--- src/rtl/rand_range_gen.sv ---
`default_nettype none
// ============================================================================
// Module  : rand_range_gen
// Brief   : Free-running Galois LFSR sample mapped into [min, max] using a
//           bit-serial restoring modulo, delivered over valid/ready.
//           Optional macro RAND_NO_REPEAT_EN adds a FIX cycle that prevents
//           the same result from being delivered twice in a row.
// Revision: 1.0
// ============================================================================
module rand_range_gen #(
    parameter int             W    = 16,
    parameter logic [W-1:0]   TAPS = 16'hB400,
    parameter logic [W-1:0]   SEED = 16'hACE1
) (
    input  logic         clk,
    input  logic         reset,
    input  logic         start,
    input  logic [W-1:0] min,
    input  logic [W-1:0] max,
    output logic         busy,
    output logic         out_valid,
    input  logic         out_ready,
    output logic [W-1:0] out_num,
    output logic         err
);

    localparam int             IDXW      = (W > 1) ? $clog2(W) : 1;
    localparam logic [W-1:0]   C_SEED    = (SEED == '0) ? {{(W-1){1'b0}}, 1'b1} : SEED;
    localparam logic [IDXW-1:0] C_IDX_MSB = IDXW'(W - 1);

    typedef enum logic [1:0] {
        S_IDLE = 2'd0,
        S_CALC = 2'd1,
        S_DONE = 2'd2,
        S_FIX  = 2'd3
    } state_t;

    state_t          r_state;
    logic [W-1:0]    r_lfsr;
    logic [W-1:0]    r_min;
    logic [W-1:0]    r_sample;
    logic [W:0]      r_total;
    logic [W-1:0]    r_rem;
    logic [IDXW-1:0] r_idx;
    logic            r_bad;
    logic            r_busy;
    logic            r_valid;
    logic            r_err;
    logic [W-1:0]    r_out_num;

    logic [W-1:0]    w_lfsr_next;
    logic [W:0]      w_shift;
    logic [W-1:0]    w_sub;
    logic [W-1:0]    w_sum;

    assign w_lfsr_next = (r_lfsr >> 1) ^ (r_lfsr[0] ? TAPS : '0);
    // Remainder never exceeds total-1, so the low W bits of the difference are exact.
    assign w_shift     = {r_rem, r_sample[r_idx]};
    assign w_sub       = w_shift[W-1:0] - r_total[W-1:0];
    assign w_sum       = r_min + r_rem;

`ifdef RAND_NO_REPEAT_EN
    logic [W-1:0] r_last;
    logic         r_last_vld;
    logic [W:0]   w_rem_inc;
    logic         w_hit;

    assign w_rem_inc = {1'b0, r_rem} + (W+1)'(1);
    assign w_hit     = r_last_vld && (r_total > (W+1)'(1)) && (w_sum == r_last);
`endif

    always_ff @(posedge clk) begin
        if (reset) begin
            r_state   <= S_IDLE;
            r_lfsr    <= C_SEED;
            r_min     <= '0;
            r_sample  <= '0;
            r_total   <= '0;
            r_rem     <= '0;
            r_idx     <= '0;
            r_bad     <= 1'b0;
            r_busy    <= 1'b0;
            r_valid   <= 1'b0;
            r_err     <= 1'b0;
            r_out_num <= '0;
`ifdef RAND_NO_REPEAT_EN
            r_last     <= '0;
            r_last_vld <= 1'b0;
`endif
        end else begin
            r_lfsr <= w_lfsr_next;
            case (r_state)
                S_IDLE: begin
                    if (start) begin
                        r_min    <= min;
                        r_sample <= r_lfsr;
                        r_total  <= {1'b0, max} - {1'b0, min} + (W+1)'(1);
                        r_rem    <= '0;
                        r_idx    <= C_IDX_MSB;
                        r_busy   <= 1'b1;
                        r_bad    <= (min > max);
                        // Error requests skip the modulo; rem=0 makes the result equal min.
                        r_state  <= (min > max) ? S_DONE : S_CALC;
                    end
                end
                S_CALC: begin
                    r_rem <= (w_shift >= r_total) ? w_sub : w_shift[W-1:0];
                    r_idx <= r_idx - IDXW'(1);
                    if (r_idx == '0) begin
`ifdef RAND_NO_REPEAT_EN
                        r_state <= S_FIX;
`else
                        r_state <= S_DONE;
`endif
                    end
                end
`ifdef RAND_NO_REPEAT_EN
                S_FIX: begin
                    if (w_hit) begin
                        r_rem <= (w_rem_inc == r_total) ? '0 : w_rem_inc[W-1:0];
                    end
                    r_state <= S_DONE;
                end
`endif
                S_DONE: begin
                    if (!r_valid) begin
                        r_valid   <= 1'b1;
                        r_out_num <= w_sum;
                        r_err     <= r_bad;
                    end else if (out_ready) begin
                        r_valid <= 1'b0;
                        r_err   <= 1'b0;
                        r_busy  <= 1'b0;
                        r_state <= S_IDLE;
`ifdef RAND_NO_REPEAT_EN
                        if (!r_bad) begin
                            r_last     <= r_out_num;
                            r_last_vld <= 1'b1;
                        end
`endif
                    end
                end
                default: r_state <= S_IDLE;
            endcase
        end
    end

    assign busy      = r_busy;
    assign out_valid = r_valid;
    assign out_num   = r_out_num;
    assign err       = r_err;

endmodule
`default_nettype wire
--- config.mk ---
export PLATFORM = sky130hd
export DESIGN_NAME = rand_range_gen
export DESIGN_NICKNAME = d
export VERILOG_FILES = /design/src/rtl/rand_range_gen.sv
export SDC_FILE = /design/constraint.sdc
export NUM_CORES = 1
export LEC_CHECK = 0
export CAP_MARGIN = 20
export CORE_ASPECT_RATIO = 1.4
export CORE_UTILIZATION = 30
export DETAILED_ROUTE_END_ITERATION = 8
export GPL_TIMING_DRIVEN = 0
export SYNTH_ARGS = -nofsm -noshare
export SYNTH_HDL_FRONTEND = slang
export SYNTH_SLANG_ARGS = --single-unit
--- constraint.sdc ---
create_clock -name clk -period 2.89 [get_ports clk]
set_input_delay 0.578 -clock clk [delete_from_list [all_inputs] [get_ports clk]]
set_output_delay 0.578 -clock clk [all_outputs]
set_load 0.01 [all_outputs]
==> flow_metrics.tcl <==
set metrics [dict create \
    syn_area_per_cell_um2 7.85 \
    p_per_area_nw_per_um2 571 \
    maxCapViolations 0 \
    ir_drop_mv 0.289 \
    port-buffer-count 54 \
    end_kind "flip-flop" \
    cts_max_level 3 \
    synth_warnings 0 \
    drive_above_1_share 0.105 \
    drc 0 \
    placementRows 65 \
    grt_pass1_vias 6415 \
    critPathLaunchType "flip-flop" \
    synth-edff-count 0 \
    fin_worst_skew_ps 11.0 \
    vias_per_cell 5.16 \
    detailed_place_hpwl_mm 16.3 \
    postRouteAntennaNets 0 \
    synth-xor-area-share 0.0251 \
    rsz0062_at_grt "yes" \
    cp_max_fo 5 \
    dieArea_um2 23900 \
    fp.dieW_um 131 \
    yosys.area.top_type_share 0.306 \
    routed_wl_mm 20.7 \
    async_reset_ff_frac 0 \
    fmax_mhz 317 \
    cts_buffers 9 \
    crit_type "flip-flop to flip-flop" \
    synth_cells 890 \
    fin_ws_ps -267 \
    arrival_ps 3400 \
    cellLeakagePower_uw 0.00355 \
    clock_latency_ps 360 \
    violations "setup timing" \
    synth_common_cells "nand2_1, dfxtp_1, a21oi_1, ha_1, inv_1" \
    synthMuxAreaShare 0.0186 \
    drt-initial-drc-count 296 \
    slew-limit-headroom 0.542 \
    required_ps 3130 \
    grt_pass1_wl_mm 32.9 \
    yosys.area_share.simple 0.208 \
    ys_types 58 \
    synth.most_common_cell "nand2_1" \
    synth_top_area_cell "dfxtp_1" \
    synthTopCellsByArea "dfxtp_1, ha_1, nand2_1, a21oi_1, inv_1" \
    period_needed_ps 3160 \
    synth_top_family_by_area "compound AO/OA/AOI/OAI gates" \
    clk_pin_slew_ps 80 \
    synth_flop_cell "dfxtp_1" \
    grt_max_degree 22 \
    worstMarginPinSlew_ps 687 \
    globalRouteOverflowTotal 0 \
    synth-adder-area-share 0.153 \
    dp.cells 1246 \
    place_congestion 0.880 \
    clk_path_buf_depth 2 \
    ys_ff_latch 107 \
    ios 55 \
    grt_usage 0.179 \
    period_share 1.09 \
    syn_nets 1009 \
    die_h_um 183 \
    status "complete, but fails checks" \
    tns_ps -1050 \
    min_path_type "flip-flop to flip-flop" \
    via_count 6594 \
    dr.pass1.iters 4 \
    final_util 0.385 \
    layout.cells.non_filler 1278 \
    wl_per_cell_um 16.2 \
    core_um2 22700 \
    place_ws_ps -708 \
    antenna_found_initial 0 \
    root_buffer "clkbuf_16" \
    drv_slew 0 \
    start_util 0.308 \
    n_fill_cell 2346 \
    synth_compound_area_frac 0.230 \
    nNetsFinal 1091 \
    diodes 0 \
    yosysSeqAreaShare 0.306 \
    clock_sinks 107 \
    cts_tree "yes" \
    finalSetupViolCount 13 \
    hold_ws_ps 452 \
    syn-cell-area_um2 6990 \
    synthToLayoutAreaGrowth_pct 25.0 \
    hold_violations 0 \
]
[placed cells by master (no fill, tap or decap), drive strengths merged, types with 12 or more instances in the layout]
cell and n:
a211oi 16, a21o 12, a21oi 88, buf 22, clkbuf 42, clkdlybuf4s50 37
dfxtp 107, dlygate4sd2 13, ha 79, inv 76, nand2 137, nand3 25
nor2 45, nor2b 19, nor3 24, o211ai 19, o21ai 49, xnor2 18
[sequential cells by signal (all words and copies together), names as in the netlist]
signal     flops
r_total       17
out_num       16
r_lfsr        16
r_min         16
r_rem         16
r_sample      16
r_idx          4
r_state        2
busy           1
err            1
out_valid      1
r_bad          1
[cells by family (layout without fill, tap and decap cells)]
| family | Yosys count | after routing |
|---|---|---|
| fa+ha+maj | 83 | 83 |
| flops | 107 | 107 |
| simple gates | 310 | 310 |
| compound gates | 252 | 252 |
| xor+xnor | 20 | 20 |
| mux | 8 | 8 |
| buf+inv | 110 | 197 |
[power breakdown]
group          total (uW)  internal [uW]  switching [uW]
Combinational        2030            868            1160
Sequential           1700           1610            96.3
Clock                1260            618             643
[metrics by stage]
stage | power (uW) | instance area, um^2
after floorplan | 2870 | 7010
after global placement | 3370 | 7930
after detailed placement | 3380 | 7940
after CTS | 4860 | 8580
after global routing | 5260 | 8740
final | 4990 | 8740
[final cells by class]
class                           instances  area [um^2]  area share
Inverter                               72          270      0.0309
Clock inverter                          7         76.3     0.00874
Multi-Input combinational cell        673         4770       0.546
Buffer                                 37          171      0.0196
Clock buffer                            9          225      0.0258
Timing Repair Buffer                   72          703      0.0805
Tap cell                              301          377      0.0431
Sequential cell                       107         2140       0.245
[critical path: stages (launching register included)]
cell       delay (ps)
dfxtp_2           340
buf_8             120
mux4_2            520
mux2i_1           150
nor2_1             60
a21oi_2           180
ha_2              220
inv_2              40
fa_2              350
a211oi_2          230
o21ai_2           150
a2111oi_2         320
nor3_1            100
xnor2_1           180
o21ai_1            80
[per-layer routing]
metal  up-vias  routed length [um]  global-route usage
met5         -                   0                   0
met4         0                 683              0.0786
met3        41                 602              0.0173
met2       128               10600               0.324
met1      3106                8830               0.210
li1       3319                   -                   -
[worst paths after layout]
kind,startpoint,endpoint,depth (start not counted),slack (ps)
worst max register to register,r_idx[0]$_SDFFE_PP0P_,r_rem[12]$_SDFFE_PP0P_,14,-270
worst min-delay path,out_num[5]$_SDFFE_PP0P_,out_num[5]$_SDFFE_PP0P_,2,450
worst max-delay path,r_idx[0]$_SDFFE_PP0P_,r_rem[12]$_SDFFE_PP0P_,14,-270
worst min register to register,out_num[5]$_SDFFE_PP0P_,out_num[5]$_SDFFE_PP0P_,2,450
[what timing repair did]
item | CTS | global route
pin swaps | 18 | 11
hold buffers | 0 | 0
gates cloned | 1 | 1
setup endpoints to repair | 22 | 20
buffers inserted | 10 | 5
resized for setup | 69 | 22
Note: power is estimated with default switching activity, not from simulation.
==> patch, RTL diff (same settings) <==
Build with the macro `RAND_NO_REPEAT_EN` defined.
--- a/src/rtl/rand_range_gen.sv
+++ b/src/rtl/rand_range_gen.sv
@@ -8,4 +8,6 @@
 // Revision: 1.0
 // ============================================================================
+`define RAND_NO_REPEAT_EN
+
 module rand_range_gen #(
     parameter int             W    = 16,
Function: same outputs for any inputs over 4 cycles, from zero or initial values and one cycle with reset high; that may be too few to reach the edited logic, so the function may still have changed.
==> patch against the original RTL <==
The run still ends with setup timing left; utilization down 0.25 points; worst setup slack worse by 0.48 ns; area after synthesis up 28%; total power up 33%; clock skew up 0.00068 ns; wire length up 35%; non-clock buffer count up 26; final area up 28%; fmax down 13%; critical path depth up 3; sequential cell count up 17; critical path type unchanged; largest power group unchanged.
==> patch: results (changes against the original RTL) <==
clk sink count=124 (+16%); final worst slack=-0.747 ns (-0.480 ns); non-clock inverter count=70 (-2.8%); Filler Cell Count=3032 (+29%); Routability Congestion=0.975 (+11%); Post-Route WL=28000 µm (+35%); buffers outside the clock class=135 (+24%); Hold WC Path Type=in2reg; ClkCell Share=5.35% (+1.9 points); Pleak=4.37 nW (+23%); Post-Synth Adder-Cell Area=12.0% (-3.3 points); Post-Route Setup TNS=-11.08 ns (-10.03 ns); largest net degree at the start of global routing=17 (-23%); H-tree levels=4 (+1); CLK BUF=17 (+8); Sequential Area=0.00250 mm² (+17%); Placement Setup Slack=-1.04 ns (-0.333 ns); Syn. warnings=0 (unchanged); Post-synth top cells=177 x nand2_1, 124 x dfxtp_1, 116 x a21oi_1, 81 x ha_1, 70 x inv_1; multi-input combinational area share=56.8% (+2.1 points); CP max FO=5 (unchanged); via count of the first global-routing pass=8245 (+29%); Clock Skew=0.0116 ns (+0.000679 ns); drt pass-1 iters=5 (+1); via count=8505 (+29%); dpl cell area=0.0100 mm² (+26%); sequential area share after synthesis=27.7% (-2.9 points); Synth Area in Compound Gates=20.6% (-2.5 points); Netlist cell types=76 (+31%); ranking of synthesized cells by area=dfxtp_1 28%, ha_1 11%, nand2_1 7.4%; NonClk Buf Share=8.92% (-1.1 points); Tot GR Track Use=18.6% (+0.63 points); placed cells=1563 (+25%); multiplexer share of the synthesized area=4.07% (+2.2 points); failing checks=setup timing; most flop-heavy register=r_total; WL/cell=17.3 µm (+6.7%); Top Family by Delay on Critical Path=multiplexers; layout cells sized above 1=14.6% (+4.1 points); Setup violations, final=16 (+3); worst skew pair latency=0.43 ns (+0.07 ns); post-synthesis xor/xnor area fraction=8.33% (+5.8 points); Nets=1345 (+23%); Max-Cap Viols=0 (unchanged); Mapped Nets=1249 (+24%); status=finished, violations left; Peak VDD IR=0.391 mV (+35%); pwr/cell area=593 mW/mm² (+3.8%); drt initial violations=456 (+54%); Avg Cell Area, Syn=7.93 µm² (+0.97%); CP arrival=3.93 ns (+0.53 ns); Post-DP HPWL=21700 µm (+33%); multi-input gates=877 (+30%); first-pass GRT wire length=43600 µm (+32%); Worst-Margin Slew=1.01 ns (+0.322 ns)
## patch: changes by cell type after synthesis, sizes merged, moves of 16 or more
cell	before	now
dfxtp	107	124
nor2	45	63
xnor2	18	50
mux2i	4	24
a21oi	88	118
xor2	2	22
nand2	137	177
clkbuf	34	50
## patch: timing repair
item / in CTS / in global routing
endpoints found under the hold margin: 0 / 0
cloned: 1 / 0
gates resized for setup: 75 / 45
setup endpoints to repair: 24 / 30
buffers inserted: 18 / 6
pin swaps: 25 / 29
## patch: layer usage
layer | up-vias | wire (µm) | share of wire (%) | global-route usage (%)
met4 | 0 | 1760 | 6.3 | 12.4
met5 | - | 0 | 0 | 0
met3 | 85 | 1330 | 4.8 | 2.83
li1 | 4178 | - | - | -
met2 | 245 | 14000 | 50 | 33.4
met1 | 3997 | 10900 | 39 | 20.0
## patch: final timing paths
| check | end | start | slack (ns) | cells after the start |
|---|---|---|---|---|
| worst max-delay path | r_rem[5] | r_idx[0] | -0.75 | 17 |
| worst min-delay path | r_min[0] | min[0] | 0.43 | 3 |
| worst max register to register | r_rem[5] | r_idx[0] | -0.75 | 17 |
| worst min register to register | r_lfsr[0] | r_lfsr[1] | 0.44 | 1 |
## patch: cell families (layout without fill, tap and decap cells)
| logic type | after synthesis | count (layout) |
|---|---|---|
| AND/OR/NAND/NOR | 409 | 409 |
| buffers and inverters | 128 | 237 |
| multiplexers | 30 | 30 |
| adder cells (fa/ha/maj) | 84 | 84 |
| XOR/XNOR | 77 | 77 |
| flip-flops | 124 | 124 |
| AO/OA/AOI/OAI | 277 | 277 |
## patch: where the power goes
part	leakage (nW)	switching [mW]	internal, mW
Sequential	1.02	0.164	1.84
Clock	0.293	0.931	1.24
Combinational	3.06	1.33	1.14
